### config.mk
export PLATFORM = sky130hd
export DESIGN_NAME = result_drain_arbiter
export DESIGN_NICKNAME = d
export VERILOG_FILES = /design/src/rtl/result_drain_arbiter.sv
export SDC_FILE = /design/constraint.sdc
export NUM_CORES = 1
export LEC_CHECK = 0
export BUFFER_PORTS_ARGS = -buffer_cell sky130_fd_sc_hd__buf_2
export CORE_UTILIZATION = 55
export DETAILED_ROUTE_END_ITERATION = 10
export PLACE_DENSITY = 0.91
export SLEW_MARGIN = 30
export SYNTH_ARGS = -nofsm -noshare
export SYNTH_HDL_FRONTEND = slang
export SYNTH_SLANG_ARGS = --single-unit
### constraint.sdc
create_clock -name clk -period 3.5 [get_ports clk]
set_input_delay 0.525 -clock clk [delete_from_list [all_inputs] [get_ports clk]]
set_output_delay 0.525 -clock clk [all_outputs]
set_load 0.02 [all_outputs]
### src/rtl/result_drain_arbiter.sv
// Round-robin drain of three result queues onto one valid/ready byte stream,
// tagging each byte with its source port and counting words delivered per port.
module result_drain_arbiter #(
    parameter int DATA_W = 8,
    parameter int CNT_W  = 14
) (
    input  logic              clk,
    input  logic              reset,
    input  logic              enable,
    input  logic [2:0]        empty,
    input  logic [DATA_W-1:0] q0,
    input  logic [DATA_W-1:0] q1,
    input  logic [DATA_W-1:0] q2,
    output logic [2:0]        rd,
    output logic [DATA_W-1:0] out_data,
    output logic [1:0]        out_port,
    output logic              out_valid,
    input  logic              out_ready,
    output logic [CNT_W-1:0]  cnt0,
    output logic [CNT_W-1:0]  cnt1,
    output logic [CNT_W-1:0]  cnt2,
    output logic              busy
);

    typedef enum logic [1:0] {IDLE, READ, WAIT, HOLD} state_t;

    state_t            state;
    state_t            state_nxt;
    logic [1:0]        grant;
    logic [1:0]        last;
    logic              grant_en;
    logic              accept;
    logic [DATA_W-1:0] q_sel;

    function automatic logic [1:0] succ(input logic [1:0] p);
        return (p == 2'd2) ? 2'd0 : p + 2'd1;
    endfunction

    // Search order last+1, last+2, last: the previous winner goes to the back.
    function automatic logic [1:0] rr_pick(input logic [1:0] from, input logic [2:0] emp);
        logic [1:0] c1;
        logic [1:0] c2;
        c1 = succ(from);
        c2 = succ(c1);
        if (!emp[c1])
            return c1;
        else if (!emp[c2])
            return c2;
        return from;
    endfunction

    assign grant_en = (state == IDLE) && enable && (empty != 3'b111);
    assign accept   = (state == HOLD) && out_ready;

    always_comb begin
        q_sel = q0;
        case (grant)
            2'd1:    q_sel = q1;
            2'd2:    q_sel = q2;
            default: q_sel = q0;
        endcase
    end

    always_comb begin
        state_nxt = state;
        rd        = 3'b000;
        busy      = (state != IDLE);
        case (state)
            IDLE: if (grant_en) state_nxt = READ;
            READ: begin
                rd[grant] = 1'b1;
                state_nxt = WAIT;
            end
            WAIT: state_nxt = HOLD;
            HOLD: if (out_ready) state_nxt = IDLE;
            default: state_nxt = IDLE;
        endcase
    end

    always_ff @(posedge clk or posedge reset) begin
        if (reset)
            state <= IDLE;
        else
            state <= state_nxt;
    end

    // last resets to 2 so that port 0 wins the first arbitration.
    always_ff @(posedge clk or posedge reset) begin
        if (reset) begin
            grant     <= 2'd0;
            last      <= 2'd2;
            out_data  <= '0;
            out_port  <= 2'd0;
            out_valid <= 1'b0;
            cnt0      <= '0;
            cnt1      <= '0;
            cnt2      <= '0;
        end else begin
            if (grant_en)
                grant <= rr_pick(last, empty);
            if (state == WAIT) begin
                out_data  <= q_sel;
                out_port  <= grant;
                out_valid <= 1'b1;
            end
            if (accept) begin
                out_valid <= 1'b0;
                last      <= grant;
                case (grant)
                    2'd0:    cnt0 <= cnt0 + 1'b1;
                    2'd1:    cnt1 <= cnt1 + 1'b1;
                    default: cnt2 <= cnt2 + 1'b1;
                endcase
            end
        end
    end

endmodule

==> results of run 1 <==
## cells in the mapped netlist (all sizes together)
master	n
o21a	1
and4bb	1
nand3	14
nor3	3
clkbuf	3
and2	4
dfrtp	58
dfstp	1
nor4	1
inv	10
mux2i	1
nand4	13
a22oi	8
a21oi	11
o21ai	6
a311oi	1
and3	4
nor2	19
ha	11
buf	5
or2	2
xnor2	29
xor2	10
mux2	14
nand2	18
and4	5
## report_power, final
group	switching, W	internal (W)
Sequential	0.000135	0.000840
Combinational	0.000551	0.000392
Clock	0.000250	0.000309
Total	0.000935	0.00154
## sequential cells by signal, summed over array words and instances, names as in the netlist
| signal | cells |
|---|---|
| cnt0 | 14 |
| cnt1 | 14 |
| cnt2 | 14 |
| grant | 2 |
| last | 2 |
| out_data | 8 |
| out_port | 2 |
| out_valid | 1 |
| state | 2 |
## logic make-up (layout without fill, tap and decap cells)
logic type,count (synthesis),after routing,share of synthesized area [%]
AO/OA/AOI/OAI,27,27,5.713
XOR/XNOR,39,39,12.09
adder cells (fa/ha/maj),11,11,4.871
buffers and inverters,18,113,2.834
flip-flops,59,59,52.30
multiplexers,15,15,5.934
AND/OR/NAND/NOR,84,84,16.25
## stage by stage
step | hold slack (ns) | total power, W | instances
global placement | 0.4547 | 0.001886 | 400
detailed placement | 0.4581 | 0.001923 | 400
global route | 0.3188 | 0.002640 | 415
CTS | 0.2744 | 0.002497 | 415
floorplan | 0.4796 | 0.001650 | 253
finish | 0.2591 | 0.002476 | 415
## cell usage in the layout, fill, tap and decap left out
cell type and instances:
nor3_2 1, clkbuf_8 12, and3_1 4, nor3_1 2
xnor2_1 29, and4bb_4 1, ha_1 11, and2_1 4
o21a_1 1, nand3_2 1, clkinv_2 2, nor4_4 1
mux2_2 14, inv_2 1, mux2i_1 1, dfrtp_1 58
nand3_1 13, and4_1 5, xor2_1 10, a21oi_1 11
buf_2 87, nor2_1 19, or2_2 2, nand2_1 18
clkbuf_1 1, inv_1 9, buf_4 1, dfstp_2 1
a311oi_1 1, o21ai_0 6, a22oi_1 8, nand4_1 13
## metal layers
| metal | GRT usage [%] | up-vias |
|---|---|---|
| li1 | - | 1059 |
| met1 | 33.12 | 1067 |
| met2 | 38.33 | 72 |
| met3 | 4.938 | 6 |
| met4 | 12.18 | 0 |
| met5 | 0 | - |
## final timing paths
check,start,to,depth (start not counted)
worst max-delay path,grant[1],rd[1],4
worst min-delay path,reset,cnt2[0],2
worst max register to register,grant[1],cnt1[13],6
worst min register to register,cnt2[13],cnt2[13],1
max in group asynchronous,reset,cnt1[3],3
min in group clk,cnt2[13],cnt2[13],1
## critical path, delay by kind of cell, from the launching register on
family | cells | cell delay (ns)
buffers and inverters | 2 | 0.28
adder cells (fa/ha/maj) | 1 | 0.56
flip-flops | 1 | 0.39
AND/OR/NAND/NOR | 1 | 0.21
## final cells by class
type                    count  area [µm²]  area share (%)
repair buffers             88       442.9           12.70
multi-input cells         176        1267           36.33
inverters                  10       37.54           1.076
flip-flops and latches     59        1478           42.36
well taps                  67       83.83           2.403
clock buffers              13       168.9           4.842
clock inverters             2       10.01          0.2869
==> impl_metrics.json, run 1 <==
{
  "cts_resized": 0,
  "finalHoldViolCount": 0,
  "dpl.hpwl_um": 4146,
  "cts_buffer_depth": 2,
  "nets": 386,
  "max_freq_ghz": 0.4374,
  "place_area_um2": 3309,
  "synth_warnings": 0,
  "drtIter0Drc": 123,
  "grt_overflow": 0,
  "wl_per_cell_um": 14.17,
  "slew_viol_final": 0,
  "root_buffer": "clkbuf_8",
  "setup_slack_ns": 1.214,
  "yosysUniqueCellTypes": 30,
  "synth.ff_latch_count": 59,
  "wl_met3_um": 274,
  "final_cell_area_um2": 3488,
  "cts_sinks": 59,
  "coreArea_um2": 4817,
  "p_leak_nw": 1.788,
  "syn-num-nets": 295,
  "slew_headroom_pct": 59.45,
  "cts_tree": "yes",
  "rsz0062_at_grt": "no",
  "syn_to_final_growth_pct": 23.47,
  "met1_length_um": 2705,
  "seq_area_frac_synth_pct": 52.30,
  "yosys-top-cells-area": "dfrtp_1, xnor2_1, mux2_2",
  "vdd_ir_drop_max_mv": 0.5770,
  "clock_latency_ns": 0.33,
  "crit_type": "flip-flop to primary output",
  "worst_slew_pin_slew_ns": 0.6083,
  "cp_cell_sequence": "inv_1 -> ha_1 -> and2_1 -> buf_2",
  "grt_max_degree": 31,
  "grt_pass1_wl_um": 9825,
  "status": "finished clean",
  "clock_skew_ns": 0.009026,
  "cap_violations": 0,
  "post_cts_buffers": 0,
  "synthCells": 253,
  "yosysTopAreaCell": "dfrtp_1",
  "start_util_pct": 58.65,
  "crit_arrival_ns": 1.76,
  "critPathLaunchType": "flip-flop",
  "dp_slack_ns": 1.327,
  "synth_top_area_share_pct": 51.37,
  "utilization_pct": 72.42,
  "max_stage_delay_ns": 0.56,
  "cts_buffers": 9,
  "wl_um": 5879,
  "cp_max_fo": 14,
  "detail-route-antenna-nets": 0,
  "worstHoldPathType": "primary input to async pin",
  "clk_pin_slew_ns": 0.06,
  "drive_above_1_share_pct": 35.63,
  "antenna_found_initial": 0,
  "htreeDepth": 3,
  "synth_area_um2": 2825,
  "die_area_um2": 5427,
  "fillers": 376,
  "fp.dieH_um": 73.67,
  "io_buffers": 87,
  "via_count": 2204,
  "antenna_cells": 0,
  "cts_hold_buf": 0,
  "syn_area_per_cell_um2": 11.17,
  "crit_path_end_kind": "primary output",
  "firstDrtPassIters": 4,
  "required_ns": 2.97,
  "grt.total_usage_pct": 24.69,
  "die_x_um": 73.67,
  "grt_pass1_vias": 2111,
  "setup_violations": 0,
  "place_congestion": 0.7725,
  "ios": 88,
  "fin_crit_ns": 2.286,
  "slowest_stage": "ha_1",
  "setup_tns_ns": 0,
  "period_share_pct": 65.32,
  "fp-row-count": 25,
  "routed-wl-met2_um": 2823,
  "r2r_setup_slack_ns": 1.27,
  "drc": 0,
  "top_layer": "met4",
  "viasPerCell": 5.311,
  "pwr_density_cell_nw_per_um2": 709.8
}
(Power assumes the default switching activity.)
==> run 2, diff against run 1 <==
--- a/config.mk
+++ b/config.mk
@@ -6,9 +6,9 @@
 export NUM_CORES = 1
 export LEC_CHECK = 0
 export BUFFER_PORTS_ARGS = -buffer_cell sky130_fd_sc_hd__buf_2
-export CORE_UTILIZATION = 55
+export CORE_UTILIZATION = 46
 export DETAILED_ROUTE_END_ITERATION = 10
-export PLACE_DENSITY = 0.91
+export PLACE_DENSITY = 0.82
 export SLEW_MARGIN = 30
 export SYNTH_ARGS = -nofsm -noshare
 export SYNTH_HDL_FRONTEND = slang
==> constraint.sdc (replaced) <==
create_clock -name clk -period 2.01 [get_ports clk]
set_input_delay 0.3015 -clock clk [delete_from_list [all_inputs] [get_ports clk]]
set_output_delay 0.3015 -clock clk [all_outputs]
set_load 0.02 [all_outputs]
==> run 2 against run 1 <==
Against the previous run:
- the flow now finishes with violations (negative hold slack)
- critical path depth rose by 1
- clock power rose by 71%
- global-route usage is 4.8 points lower
- die area is 19% higher
- flip-flop and latch count unchanged
- register-to-register slack worse by 1.1 ns
- first-iteration DRC count shrank 28%
- critical endpoint unchanged
==> impl_metrics.json, run 2 (synthesis gave the netlist of run 1 again) <==
{
  "status": "finished with violations",
  "violations": "negative hold slack",
  "grt_max_degree": 30,
  "fillers": 526,
  "clock_latency_ns": 0.34,
  "cp_max_fo": 9,
  "cts_tree": "yes",
  "cts_hold_buf": 0,
  "fp-row-count": 28,
  "grt.total_usage_pct": 19.85,
  "clock_skew_ns": 0.01076,
  "crit_path_end_kind": "primary output",
  "root_buffer": "clkbuf_8",
  "rsz0062_at_grt": "no",
  "antenna_cells": 0,
  "die_x_um": 80.37,
  "period_share_pct": 94.96,
  "fp.dieH_um": 80.37,
  "crit_arrival_ns": 1.61,
  "setup_tns_ns": 0,
  "cts_buffer_depth": 2,
  "crit_type": "flip-flop to primary output",
  "p_leak_nw": 1.809,
  "dpl.hpwl_um": 4247,
  "cap_violations": 0,
  "p_int_w": 0.002682,
  "slew_headroom_pct": 65.87,
  "detail-route-antenna-nets": 0,
  "io_buffers": 87,
  "worstHoldPathType": "primary input to async pin",
  "slew_viol_final": 0,
  "drive_above_1_share_pct": 36.54,
  "pwr-share-clk_pct": 22.1,
  "firstDrtPassIters": 4,
  "via_count": 2159,
  "cts_sinks": 59,
  "place_inst": 412,
  "htreeDepth": 3,
  "cts_buffers": 9,
  "required_ns": 1.71,
  "slowest_stage": "dfrtp_1",
  "coreArea_um2": 5921,
  "vdd_ir_drop_max_mv": 0.7459,
  "finalHoldViolCount": 6,
  "drtIter0Drc": 89,
  "max_stage_delay_ns": 0.39,
  "start_util_pct": 47.72,
  "clk_pin_slew_ns": 0.06,
  "antenna_found_initial": 0,
  "largest_registers": "cnt0: 14 flops, cnt1: 14 flops, cnt2: 14 flops",
  "worst_slew_pin_slew_ns": 0.5112,
  "ios": 88,
  "grt_overflow": 0,
  "grt_pass1_vias": 2090,
  "die_area_um2": 6459,
  "power.switching_w": 0.001639,
  "pwr_density_cell_nw_per_um2": 1221,
  "syn_to_final_growth_pct": 25.24,
  "final_common_cell": "buf_2",
  "drc": 0,
  "wl_per_cell_um": 13.48,
  "viasPerCell": 5.044,
  "p_seq_share_pct": 39.1,
  "combPwrFrac_pct": 38.8,
  "fin_crit_ns": 1.909,
  "setup_violations": 0,
  "post_cts_buffers": 0,
  "nets": 390,
  "layout_common_cells": "buf_2, dfrtp_1, xnor2_1",
  "cp_cell_sequence": "inv_1 -> ha_2 -> buf_4 -> and2_1 -> buf_2",
  "p_sw_share_pct": 37.93,
  "final_cells": 428,
  "max_freq_ghz": 0.5239,
  "critPathLaunchType": "flip-flop",
  "grt_pass1_wl_um": 9618,
  "place_congestion": 0.8067,
  "wl_um": 5768,
  "hold_ws_ns": -0.0006158
}
-- run 2: cell types whose count changed in the layout (fill, tap and decap cells not counted) --
cell	delta
buf_4	+3
ha_1	-1
buf_12	+1
clkbuf_1	+1
clkbuf_8	-1
clkinv_2	+1
ha_2	+1
-- run 2: metrics by stage --
step / cell area, µm² / worst slack (ns) / total power (W) / util (%)
final: 3538 / 0.1013 / 0.004321 / 59.76
after global routing: 3538 / 0.01796 / 0.004622 / 59.76
after CTS: 3536 / 0.008086 / 0.004359 / 59.72
after detailed placement: 3362 / 0.1651 / 0.003397 / 56.78
after global placement: 3362 / 0.2325 / 0.003337 / 56.78
after floorplan: 2825 / 0.2538 / 0.002873 / -
-- run 2: cell type report --
| cell class | instances | area, µm² | area share, % |
|---|---|---|---|
| sequential | 59 | 1478 | 41.76 |
| multi-input combinational | 176 | 1270 | 35.89 |
| timing repair buffer | 92 | 485.5 | 13.72 |
| clock buffer | 13 | 158.9 | 4.491 |
| tap | 75 | 93.84 | 2.652 |
| inverter | 10 | 37.54 | 1.061 |
| clock inverter | 3 | 15.01 | 0.4243 |
-- run 2: worst max-delay path: cells and delay by family (launching register included) --
kind                       cells  cell delay (ns)
buffers and inverters          3             0.48
DFF                            1             0.39
adders and majority gates      1             0.28
and+or+nand+nor                1             0.13
-- run 2: path summary, 6_finish.rpt --
check	slack, ns	startpoint	end	depth (start not counted)
max	0.10	grant[1]	rd[1]	5
min in group clk	0.34	empty[0]	grant[1]	3
min reg2reg	0.46	cnt1[13]	cnt1[13]	1
max in group asynchronous	1.42	reset	last[1]	3
max reg2reg	0.14	grant[1]	cnt0[8]	6
min	-0.0006	reset	state[0]	2
-- run 2: power groups by stage --
stage	Sequential [W]	Clock [W]	Combinational [W]
finish	0.00169	0.000956	0.00168
global route	0.00173	0.00103	0.00186
CTS	0.00169	0.000974	0.00170
detailed placement	0.00171	0	0.00169
global placement	0.00170	0	0.00164
floorplan	0.00191	0	0.000959
-- run 2: layer usage --
metal,routed length (µm),vias to the layer above,GRT usage (%),share of wire [%]
li1,-,1068,-,-
met1,2767,1026,26.89,48
met2,2602,60,30.00,45
met3,352,5,6.364,6.1
met4,45,0,6.429,0.78
met5,0,-,0,0
-- run 2: timing repair --
action / CTS / global route
gates resized for setup: 0 / 1
hold endpoints to repair: 0 / 0
setup endpoints to repair: 0 / 1
==> run 3, diff against run 2 <==
==> constraint.sdc (replaced) <==
create_clock -name clk -period 1.6 [get_ports clk]
set_input_delay 0.24 -clock clk [delete_from_list [all_inputs] [get_ports clk]]
set_output_delay 0.24 -clock clk [all_outputs]
set_load 0.02 [all_outputs]
==> run 3 against run 2 <==
Against the previous run:
- the flow finishes with violations (negative setup slack)
- total power increased by 45%
- cell area rose by 10%
- global-route usage is 1.0 points higher
- utilization up 6.2 points
- clock power rose by 50%
- via count rose by 6.1%
- clock skew is 0.0042 ns lower
- critical path type unchanged
- critical endpoint is now rd[2]
- largest cell class unchanged
- largest power group is now combinational logic
==> impl_metrics.json, run 3 (synthesis gave the netlist of run 1 again) <==
{
  "start_util_pct": 47.72,
  "cts_sinks": 59,
  "setup_tns_ns": -0.03830,
  "wl_um": 6465,
  "worstHoldPathType": "primary input to flip-flop",
  "detail-route-antenna-nets": 0,
  "drive_above_1_share_pct": 46.99,
  "finalHoldViolCount": 0,
  "syn_to_final_growth_pct": 38.22,
  "grt_pass1_vias": 2167,
  "antenna_found_initial": 0,
  "ios": 88,
  "fp.dieH_um": 80.37,
  "grt_max_degree": 24,
  "root_buffer": "clkbuf_8",
  "grtUsageMet3_pct": 4.886,
  "p_leak_nw": 1.932,
  "slew_headroom_pct": 63.32,
  "cap_violations": 0,
  "worst_slew_pin_slew_ns": 0.5490,
  "rsz0062_at_grt": "yes",
  "vdd_ir_drop_max_mv": 0.9306,
  "grt.total_usage_pct": 20.85,
  "top_usage_layer": "met2",
  "place_inst": 422,
  "status": "finished with violations",
  "setup_slack_ns": -0.01599,
  "largest_registers": "cnt0: 14 flops, cnt1: 14 flops, cnt2: 14 flops",
  "die_area_um2": 6459,
  "crit_type": "flip-flop to primary output",
  "grt_overflow": 0,
  "layout_common_cells": "buf_2, dfrtp_1, xnor2_1",
  "coreArea_um2": 5921,
  "slew_viol_final": 0,
  "clock_skew_ns": 0.006560,
  "io_buffers": 87,
  "period_share_pct": 101.0,
  "antenna_cells": 0,
  "wl_per_cell_um": 14.66,
  "clock_latency_ns": 0.34,
  "place_area_um2": 3468,
  "cts_tree": "yes",
  "final_cells": 441,
  "required_ns": 1.36,
  "grtUsageMet1_pct": 26.97,
  "crit_path_end_kind": "primary output",
  "fin_crit_ns": 1.616,
  "drtIter0Drc": 89,
  "final_common_cell": "buf_2",
  "drc": 0,
  "violations": "negative setup slack",
  "dpl.hpwl_um": 4518,
  "htreeDepth": 3,
  "clk_pin_slew_ns": 0.06,
  "grt_pass1_wl_um": 10070,
  "setup_violations": 5,
  "critPathLaunchType": "flip-flop",
  "pwr_density_cell_nw_per_um2": 1606,
  "total_power_w": 0.006271,
  "nets": 403,
  "place_congestion": 0.8258,
  "utilization_pct": 65.96,
  "cts_buffers": 9,
  "cp_max_fo": 3,
  "max_freq_ghz": 0.6188,
  "crit_arrival_ns": 1.38,
  "final_cell_area_um2": 3905,
  "firstDrtPassIters": 4,
  "die_x_um": 80.37,
  "fp-row-count": 28,
  "via_count": 2290,
  "viasPerCell": 5.193,
  "grtUsageMet2_pct": 32.97,
  "cts_buffer_depth": 2
}
-- run 3: cell types whose count changed in the layout (fill, tap and decap cells not counted), moves of 5 or more --
| cell | previous run | this run |
|---|---|---|
| a22oi_1 | 8 | 3 |
| a22oi_2 | 0 | 5 |
| buf_4 | 4 | 11 |
| buf_6 | 0 | 7 |
| ha_1 | 10 | 5 |
| ha_4 | 0 | 6 |
-- run 3: final timing paths --
kind,start,to,slack [ns],cells past startpoint
max,state[1],rd[2],-0.02,5
min,empty[0],grant[1],0.26,3
max reg2reg,grant[0],cnt2[7],-0.01,6
min reg2reg,cnt1[13],cnt1[13],0.46,1
max in group asynchronous,reset,out_data[2],0.63,4
min in group asynchronous,reset,cnt2[13],0.49,3
-- run 3: per-stage QoR --
stage,setup WS [ns],hold WS (ns)
floorplan,-0.01193,0.3392
global placement,-0.03151,0.3084
detailed placement,-0.1221,0.3188
CTS,-0.01602,0.2381
global route,-0.1105,0.2780
finish,-0.01599,0.2621
-- run 3: power by group --
| group | internal (W) | switching (W) |
|---|---|---|
| Combinational | 0.00128 | 0.00142 |
| Sequential | 0.00184 | 0.000308 |
| Clock | 0.000841 | 0.000588 |
| Total | 0.00396 | 0.00231 |
-- run 3: worst max-delay path, stage by stage (launching register included) --
cell	delay (ns)
dfrtp_1	0.42
buf_6	0.15
inv_6	0.04
ha_4	0.15
and2_4	0.15
buf_6	0.12
-- run 3: metal layers --
| metal | part of all wire (%) | vias up | routed length (µm) |
|---|---|---|---|
| met5 | 0 | - | 0 |
| met4 | 1.9 | 0 | 123 |
| met3 | 4.7 | 12 | 305 |
| met2 | 49 | 60 | 3170 |
| met1 | 44 | 1120 | 2866 |
| li1 | - | 1098 | - |
-- run 3: layout make-up --
class / instances / area, µm²
fill: 466 / 2016
sequential: 59 / 1479
multi-input combinational: 176 / 1439
timing repair buffer: 105 / 631.9
clock buffer: 12 / 165.2
tap: 75 / 93.84
inverter: 10 / 48.80
clock inverter: 4 / 47.55
-- run 3: repair_timing --
action,in CTS,in global routing
buffers inserted,1,1
hold endpoints to repair,19,0
pin swaps,7,16
hold buffers,1,0
setup endpoints to repair,23,28
resized for setup,25,27
